File: src/rtl/rf_dbg_pkg.sv
// Shared definitions for the register-file debug port: encodings, sizes and
// the response payload record.
package rf_dbg_pkg;

   localparam int NREG = 32;
   localparam int AW   = 5;
   localparam int DW   = 32;

   typedef enum logic [1:0] {
      OP_READ  = 2'b00,
      OP_WRITE = 2'b01,
      OP_DUMP  = 2'b10,
      OP_RSVD  = 2'b11
   } op_e;

   typedef enum logic [1:0] {
      S_IDLE   = 2'b00,
      S_REQ    = 2'b01,
      S_ACCESS = 2'b10,
      S_RESP   = 2'b11
   } state_e;

   typedef struct packed {
      logic [AW-1:0] addr;
      logic [DW-1:0] data;
      logic          err;
      logic          last;
   } rsp_t;

endpackage

File: src/rtl/rf_debug_port_if.sv
// Command and response channels between the debug transport and the
// register-file debug port.
interface rf_debug_port_if;

   logic                       cmd_valid;
   logic                       cmd_ready;
   logic [1:0]                 cmd_op;
   logic [rf_dbg_pkg::AW-1:0]  cmd_addr;
   logic [rf_dbg_pkg::DW-1:0]  cmd_data;

   logic                       rsp_valid;
   logic                       rsp_ready;
   logic [rf_dbg_pkg::AW-1:0]  rsp_addr;
   logic [rf_dbg_pkg::DW-1:0]  rsp_data;
   logic                       rsp_err;
   logic                       rsp_last;

   modport slave (
      input  cmd_valid, cmd_op, cmd_addr, cmd_data, rsp_ready,
      output cmd_ready, rsp_valid, rsp_addr, rsp_data, rsp_err, rsp_last
   );

   modport master (
      output cmd_valid, cmd_op, cmd_addr, cmd_data, rsp_ready,
      input  cmd_ready, rsp_valid, rsp_addr, rsp_data, rsp_err, rsp_last
   );

endinterface

File: src/rtl/rf_dbg_rsp_hold.sv
// Response payload register: loads a new beat and holds it unchanged while
// the consumer applies backpressure.
module rf_dbg_rsp_hold
   import rf_dbg_pkg::*;
(
   input  logic clk,
   input  logic reset_n,
   input  logic load,
   input  rsp_t din,
   output rsp_t dout
);

   rsp_t hold_r;

   // Capture the payload on load, otherwise keep it stable.
   always_ff @(posedge clk) begin
      if (!reset_n) begin
         hold_r <= '0;
      end else if (load) begin
         hold_r <= din;
      end else begin
         hold_r <= hold_r;
      end
   end

   assign dout = hold_r;

endmodule

File: src/rtl/rf_debug_port.sv
// Debug access initiator for the 32x32 register file: accepts read, write and
// dump commands, arbitrates for the register-file ports and returns responses.
module rf_debug_port
   import rf_dbg_pkg::*;
(
   input  logic          clk,
   input  logic          reset_n,
   rf_debug_port_if.slave bus,
   output logic          dbg_req,
   input  logic          dbg_grant,
   output logic [AW-1:0] rf_ra,
   input  logic [DW-1:0] rf_rd,
   output logic          rf_we,
   output logic [AW-1:0] rf_wa,
   output logic [DW-1:0] rf_wd
);

   // Counter is one bit wider than the address so the last dump beat is
   // detected without wrapping.
   localparam logic [AW:0] LAST_ADDR = (AW+1)'(NREG - 1);
   localparam logic [AW:0] ADDR_ONE  = {{AW{1'b0}}, 1'b1};

   state_e        state_r, state_s;
   op_e           op_r, op_s;
   logic [AW:0]   addr_r, addr_s;
   logic [DW-1:0] data_r, data_s;
   logic          err_r, err_s;
   logic          load_s;
   rsp_t          rsp_s, rsp_q;

   logic          cmd_ready_r, rsp_valid_r, dbg_req_r, rf_we_r;
   logic [AW-1:0] rf_ra_r, rf_wa_r;
   logic [DW-1:0] rf_wd_r;

   logic accept_s, rsp_fire_s, last_addr_s, acc_nx_s, wr_nx_s;

   assign accept_s    = bus.cmd_valid && cmd_ready_r;
   assign rsp_fire_s  = rsp_valid_r && bus.rsp_ready;
   assign last_addr_s = (addr_r == LAST_ADDR);

   // Next-state, command latching and response payload selection.
   always_comb begin
      state_s = state_r;
      op_s    = op_r;
      addr_s  = addr_r;
      data_s  = data_r;
      err_s   = err_r;
      load_s  = 1'b0;
      rsp_s   = '0;

      rsp_s.addr = addr_r[AW-1:0];
      rsp_s.err  = err_r;
      rsp_s.last = (op_r != OP_DUMP) || err_r || last_addr_s;
      if (err_r) begin
         rsp_s.data = {DW{1'b0}};
      end else if (op_r == OP_WRITE) begin
         rsp_s.data = data_r;
      end else begin
         rsp_s.data = rf_rd;
      end

      case (state_r)
         S_IDLE: begin
            if (accept_s) begin
               op_s    = op_e'(bus.cmd_op);
               data_s  = bus.cmd_data;
               state_s = S_REQ;
               if (op_s == OP_DUMP) begin
                  addr_s = {(AW+1){1'b0}};
               end else begin
                  addr_s = {1'b0, bus.cmd_addr};
               end
               // Rejected commands pass through REQ without requesting ports.
               if ((op_s == OP_RSVD) || ((op_s == OP_WRITE) && (bus.cmd_addr == {AW{1'b0}}))) begin
                  err_s = 1'b1;
               end else begin
                  err_s = 1'b0;
               end
            end else begin
               state_s = S_IDLE;
            end
         end
         S_REQ: begin
            if (err_r) begin
               state_s = S_RESP;
               load_s  = 1'b1;
            end else if (dbg_grant) begin
               state_s = S_ACCESS;
            end else begin
               state_s = S_REQ;
            end
         end
         S_ACCESS: begin
            // Losing grant mid-access discards the result and retries.
            if (dbg_grant) begin
               state_s = S_RESP;
               load_s  = 1'b1;
            end else begin
               state_s = S_REQ;
            end
         end
         S_RESP: begin
            if (rsp_fire_s) begin
               if ((op_r == OP_DUMP) && !err_r && !last_addr_s) begin
                  addr_s = addr_r + ADDR_ONE;
                  if (dbg_grant) begin
                     state_s = S_ACCESS;
                  end else begin
                     state_s = S_REQ;
                  end
               end else begin
                  state_s = S_IDLE;
               end
            end else begin
               state_s = S_RESP;
            end
         end
         default: begin
            state_s = S_IDLE;
         end
      endcase
   end

   assign acc_nx_s = (state_s == S_ACCESS);
   assign wr_nx_s  = (op_s == OP_WRITE);

   // State, command registers and registered port drive derived from next state.
   always_ff @(posedge clk) begin
      if (!reset_n) begin
         state_r     <= S_IDLE;
         op_r        <= OP_READ;
         addr_r      <= {(AW+1){1'b0}};
         data_r      <= {DW{1'b0}};
         err_r       <= 1'b0;
         cmd_ready_r <= 1'b0;
         rsp_valid_r <= 1'b0;
         dbg_req_r   <= 1'b0;
         rf_ra_r     <= {AW{1'b0}};
         rf_we_r     <= 1'b0;
         rf_wa_r     <= {AW{1'b0}};
         rf_wd_r     <= {DW{1'b0}};
      end else begin
         state_r     <= state_s;
         op_r        <= op_s;
         addr_r      <= addr_s;
         data_r      <= data_s;
         err_r       <= err_s;
         cmd_ready_r <= (state_s == S_IDLE);
         rsp_valid_r <= (state_s == S_RESP);
         dbg_req_r   <= (state_s != S_IDLE) && !err_s;
         rf_ra_r     <= (acc_nx_s && !wr_nx_s) ? addr_s[AW-1:0] : {AW{1'b0}};
         rf_we_r     <= acc_nx_s && wr_nx_s;
         rf_wa_r     <= (acc_nx_s && wr_nx_s) ? addr_s[AW-1:0] : {AW{1'b0}};
         rf_wd_r     <= (acc_nx_s && wr_nx_s) ? data_s : {DW{1'b0}};
      end
   end

   rf_dbg_rsp_hold u_rsp_hold (
      .clk     (clk),
      .reset_n (reset_n),
      .load    (load_s),
      .din     (rsp_s),
      .dout    (rsp_q)
   );

   assign bus.cmd_ready = cmd_ready_r;
   assign bus.rsp_valid = rsp_valid_r;
   assign bus.rsp_addr  = rsp_q.addr;
   assign bus.rsp_data  = rsp_q.data;
   assign bus.rsp_err   = rsp_q.err;
   assign bus.rsp_last  = rsp_q.last;
   assign dbg_req       = dbg_req_r;
   assign rf_ra         = rf_ra_r;
   assign rf_we         = rf_we_r;
   assign rf_wa         = rf_wa_r;
   assign rf_wd         = rf_wd_r;

endmodule
File: src/flat_wrapper.sv
// flat-port wrapper written by rule: the top's interface ports become plain ports
module rf_debug_port_flat import rf_dbg_pkg::*;
  (clk, reset_n, dbg_req, dbg_grant, rf_ra, rf_rd, rf_we, rf_wa, rf_wd, bus_cmd_valid, bus_cmd_op, bus_cmd_addr, bus_cmd_data, bus_rsp_ready, bus_cmd_ready, bus_rsp_valid, bus_rsp_addr, bus_rsp_data, bus_rsp_err, bus_rsp_last);
  rf_debug_port_if bus_i ();
  input  logic clk;
  input  logic reset_n;
  output logic dbg_req;
  input  logic dbg_grant;
  output logic [AW-1:0] rf_ra;
  input  logic [DW-1:0] rf_rd;
  output logic rf_we;
  output logic [AW-1:0] rf_wa;
  output logic [DW-1:0] rf_wd;
  input wire logic [$bits(bus_i.cmd_valid)-1:0] bus_cmd_valid;
  input wire logic [$bits(bus_i.cmd_op)-1:0] bus_cmd_op;
  input wire logic [$bits(bus_i.cmd_addr)-1:0] bus_cmd_addr;
  input wire logic [$bits(bus_i.cmd_data)-1:0] bus_cmd_data;
  input wire logic [$bits(bus_i.rsp_ready)-1:0] bus_rsp_ready;
  output wire logic [$bits(bus_i.cmd_ready)-1:0] bus_cmd_ready;
  output wire logic [$bits(bus_i.rsp_valid)-1:0] bus_rsp_valid;
  output wire logic [$bits(bus_i.rsp_addr)-1:0] bus_rsp_addr;
  output wire logic [$bits(bus_i.rsp_data)-1:0] bus_rsp_data;
  output wire logic [$bits(bus_i.rsp_err)-1:0] bus_rsp_err;
  output wire logic [$bits(bus_i.rsp_last)-1:0] bus_rsp_last;
  assign bus_i.cmd_valid = bus_cmd_valid;
  assign bus_i.cmd_op = bus_cmd_op;
  assign bus_i.cmd_addr = bus_cmd_addr;
  assign bus_i.cmd_data = bus_cmd_data;
  assign bus_i.rsp_ready = bus_rsp_ready;
  assign bus_cmd_ready = bus_i.cmd_ready;
  assign bus_rsp_valid = bus_i.rsp_valid;
  assign bus_rsp_addr = bus_i.rsp_addr;
  assign bus_rsp_data = bus_i.rsp_data;
  assign bus_rsp_err = bus_i.rsp_err;
  assign bus_rsp_last = bus_i.rsp_last;
  rf_debug_port u_core (.clk(clk), .reset_n(reset_n), .bus(bus_i), .dbg_req(dbg_req), .dbg_grant(dbg_grant), .rf_ra(rf_ra), .rf_rd(rf_rd), .rf_we(rf_we), .rf_wa(rf_wa), .rf_wd(rf_wd));
endmodule
File: config.mk
export PLATFORM = sky130hd
export DESIGN_NAME = rf_debug_port_flat
export DESIGN_NICKNAME = d
export VERILOG_FILES = /design/src/rtl/rf_dbg_pkg.sv /design/src/rtl/rf_debug_port_if.sv /design/src/rtl/rf_dbg_rsp_hold.sv /design/src/rtl/rf_debug_port.sv /design/src/flat_wrapper.sv
export SDC_FILE = /design/constraint.sdc
export NUM_CORES = 1
export LEC_CHECK = 0
export CAP_MARGIN = 5
export CELL_PAD_IN_SITES_DETAIL_PLACEMENT = 0
export CELL_PAD_IN_SITES_GLOBAL_PLACEMENT = 1
export CORE_MARGIN = 10
export CORE_UTILIZATION = 31
export CTS_CLUSTER_DIAMETER = 60
export CTS_CLUSTER_SIZE = 25
export DETAILED_ROUTE_END_ITERATION = 8
export MAX_ROUTING_LAYER = met4
export PLACE_DENSITY = 0.87
export SETUP_SLACK_MARGIN = 0.15
export SLEW_MARGIN = 20
export SYNTH_ARGS = -nofsm -noshare
export SYNTH_HDL_FRONTEND = slang
export SYNTH_HIERARCHICAL = 1
export SYNTH_SLANG_ARGS = --single-unit
File: constraint.sdc
create_clock -name clk -period 2.1 [get_ports clk]
set_input_delay 0.42 -clock clk [delete_from_list [all_inputs] [get_ports clk]]
set_output_delay 0.42 -clock clk [all_outputs]
set_load 0.02 [all_outputs]
==> impl_metrics.tcl <==
set metrics [dict create \
    outcome "finished, final reports clean" \
    start_util_pct 31.8 \
    period_needed_ns 1.95 \
    diodes 0 \
    ys_seq_elements 128 \
    finClkSkew_ns 0.00579 \
    cp-endpoint "u_core/rf_ra[3]$_SDFF_PN0_" \
    post_dp_cell_area_um2 7110 \
    synth_edf_count 0 \
    syn_to_final_growth_pct 53.7 \
    syn-num-nets 630 \
    holdBufCountCts 0 \
    finalSetupTns_ns 0 \
    cp_cell_sequence "inv_2 > ha_4 > nand3b_1 > a2111oi_4 > mux2i_1 > a221oi_2 > buf_4 > nor2_2" \
    cts_root_buffer "clkbuf_16" \
    design.final.nets 814 \
    maxCapViolations 0 \
    yosysTopAreaCellShare_pct 50.4 \
    startpoint "u_core/state_r[1]$_SDFF_PN0_" \
    fill_cells 1535 \
    clock_latency_ns 0.41 \
    met2_length_um 7980 \
    worstMarginPinSlew_ns 0.497 \
    gr-total-overflow 0 \
    clk_pin_slew_worst_paths_ns 0.06 \
    critPathSlowestCell "a2111oi_4" \
    cpPeakStageDelay_ns 0.37 \
    fin_hold_ws_ns 0.494 \
    numCtsBuffers 17 \
    avgViaCountPerCell 4.58 \
    critPathLaunchType "flip-flop" \
    wl_met3_um 1490 \
    io_buffers 160 \
    worstPathRequired_ns 2.40 \
    min_period_over_period_pct 92.8 \
    syn_inst 549 \
    drive_gt1_share_pct 12.9 \
    arrival_ns 2.25 \
    worstReg2RegStart "u_core/state_r[1]$_SDFF_PN0_" \
    dr.pass1.iters 4 \
    fmax_mhz 513 \
    highest_layer "met4" \
    yosys.area.top_type "dfxtp_1" \
    synth-async-reset-ratio_pct 0 \
    antenna_found_initial 0 \
    clkSinkCount 128 \
    fp-row-count 46 \
    coreArea_um2 16000 \
    ant_nets 0 \
    rsz0062_at_grt "yes" \
    yosysMostFrequentCell "dfxtp_1" \
    synth_area_per_cell_um2 9.26 \
    cts_tree "built" \
    synthTopCellsByArea "dfxtp_1 50%, mux2i_1 14%, nor2_1 6.5%" \
    synth_commonest_cells "128 x dfxtp_1, 88 x nor2_1, 74 x nand2_1" \
    worstPathMaxFanout 3 \
    m1WireLength_um 7200 \
    gp_congestion 0.886 \
    crit_type "flip-flop to flip-flop" \
    rrSetupSlack_ns 0.15 \
    rr_worst_depth 8 \
    grt_max_degree 33 \
    ioPinCount 161 \
    setup_viol 0 \
    final_area_um2 7810 \
    leakagePower_nw 2.80 \
    htreeDepth 4 \
    yosysWarnings 6 \
    r2r_end "u_core/rf_ra[3]$_SDFF_PN0_" \
    yosysUniqueCellTypes 50 \
    grt_use_total_pct 15.9 \
    seq_area_frac_synth_pct 50.4 \
    end_kind "flip-flop" \
    cts_buffer_depth 2 \
    p_per_area_nw_per_um2 780 \
    wl_um 16900 \
    power_mw 6.09 \
    syn_area_um2 5080 \
    ir_worst_vdd_uv 512 \
    hold_path_class "flip-flop to flip-flop" \
    hpwl_um 11900 \
    drt_iter0_drc 283 \
    die_area_um2 21900 \
    relSlewSlack_pct 66.8 \
    drc 0 \
    first_global_vias 4683 \
    via_count 4400 \
    grt_pass1_wl_um 26200 \
    routedWlPerCell_um 17.6 \
    fp.dieH_um 148 \
    drv_slew 0 \
    hold_viol 0 \
    ys.flop_type "dfxtp_1" \
    chipWidth_um 148 \
]
==> flip-flops by register name, indices dropped and copies added (netlist names) <==
signal,count
u_core/addr_r,6
u_core/bus.cmd_ready,1
u_core/bus.rsp_valid,1
u_core/data_r,32
u_core/dbg_req,1
u_core/err_r,1
u_core/op_r,2
u_core/rf_ra,5
u_core/rf_wa,5
u_core/rf_wd,32
u_core/rf_we,1
u_core/state_r,2
u_core/u_rsp_hold/dout,39
==> layout by cell type (no fill, tap or decap), drive strengths merged, types with 2 or more instances in the layout <==
master and n:
buf 40, clkinv 8, clkinvlp 3, nor4 3, nor3b 2, nand3b 2
mux2i 72, nor2 88, and3 2, and2 3, bufinv 3, a21oi 40
nand2 74, a211o 2, nor3 3, nand2b 2, o21ai 6, dfxtp 128
nand3 5, a31oi 2, a21o 2, a211oi 4, nor2b 41, ha 5
inv 8, clkdlybuf4s50 160, clkbuf 17
==> final cells by class <==
type	count	area (um2)	share of cell area [%]
sequential	128	2570	32.9
multi-input combinational	378	2360	30.2
timing repair buffer	200	1990	25.5
clock buffer	17	425	5.45
tap	216	270	3.46
clock inverter	14	168	2.15
inverter	8	30.0	0.384
==> logic make-up (layout without fill, tap and decap cells) <==
family / Yosys count / in the layout / share of synthesized area, %
AOI/OAI and AO/OA: 69 / 69 / 8.86
buffers and inverters: 43 / 239 / 4.53
DFF: 128 / 128 / 50.4
and+or+nand+nor: 232 / 232 / 20.8
adders and majority gates: 5 / 5 / 1.23
muxes: 72 / 72 / 14.2
==> routing by layer <==
layer	global-route usage, %	up-vias
li1	-	2193
met1	17.7	2038
met2	25.1	145
met3	7.05	24
met4	4.66	0
met5	-	-
==> critical path: cells and delay by family, from the launching register on <==
kind	cells	cell delay [ns]
compound gates	2	0.62
fa+ha+maj	1	0.24
buf+inv	2	0.23
flops	1	0.35
mux	1	0.13
simple gates	2	0.27
==> worst min path at each step <==
stage                     cells after the start                       endpoint                           from
final                                         2  u_core/addr_r[5]$_SDFFE_PN0P_  u_core/addr_r[5]$_SDFFE_PN0P_
after global routing                          2  u_core/addr_r[5]$_SDFFE_PN0P_  u_core/addr_r[5]$_SDFFE_PN0P_
after CTS                                     2  u_core/addr_r[5]$_SDFFE_PN0P_  u_core/addr_r[5]$_SDFFE_PN0P_
after detailed placement                      2  u_core/addr_r[5]$_SDFFE_PN0P_  u_core/addr_r[5]$_SDFFE_PN0P_
after global placement                        2  u_core/addr_r[5]$_SDFFE_PN0P_  u_core/addr_r[5]$_SDFFE_PN0P_
after floorplan                               2  u_core/addr_r[5]$_SDFFE_PN0P_  u_core/addr_r[5]$_SDFFE_PN0P_
==> power by group <==
part	total (mW)	switching [mW]	leakage (nW)	internal [mW]
logic	0.620	0.291	1.48	0.329
registers	2.51	0.0306	1.04	2.48
clock network	2.96	1.10	0.285	1.86
total	6.09	1.42	2.80	4.67
==> repair_timing <==
action	in CTS	in global routing
setup endpoints to repair	26	76
gates resized for setup	4	18
setup buffers	1	2
pin swaps	2	3
gates cloned	0	1
==> metrics by stage <==
stage	setup slack, ns	util, %	std cells
final	0.151	48.8	961
after floorplan	0.169	-	549
after global placement	-0.0198	44.4	926
after detailed placement	-0.0327	44.4	926
after global routing	0.0700	48.8	961
after CTS	0.144	48.3	958
(Power assumes the default switching activity.)
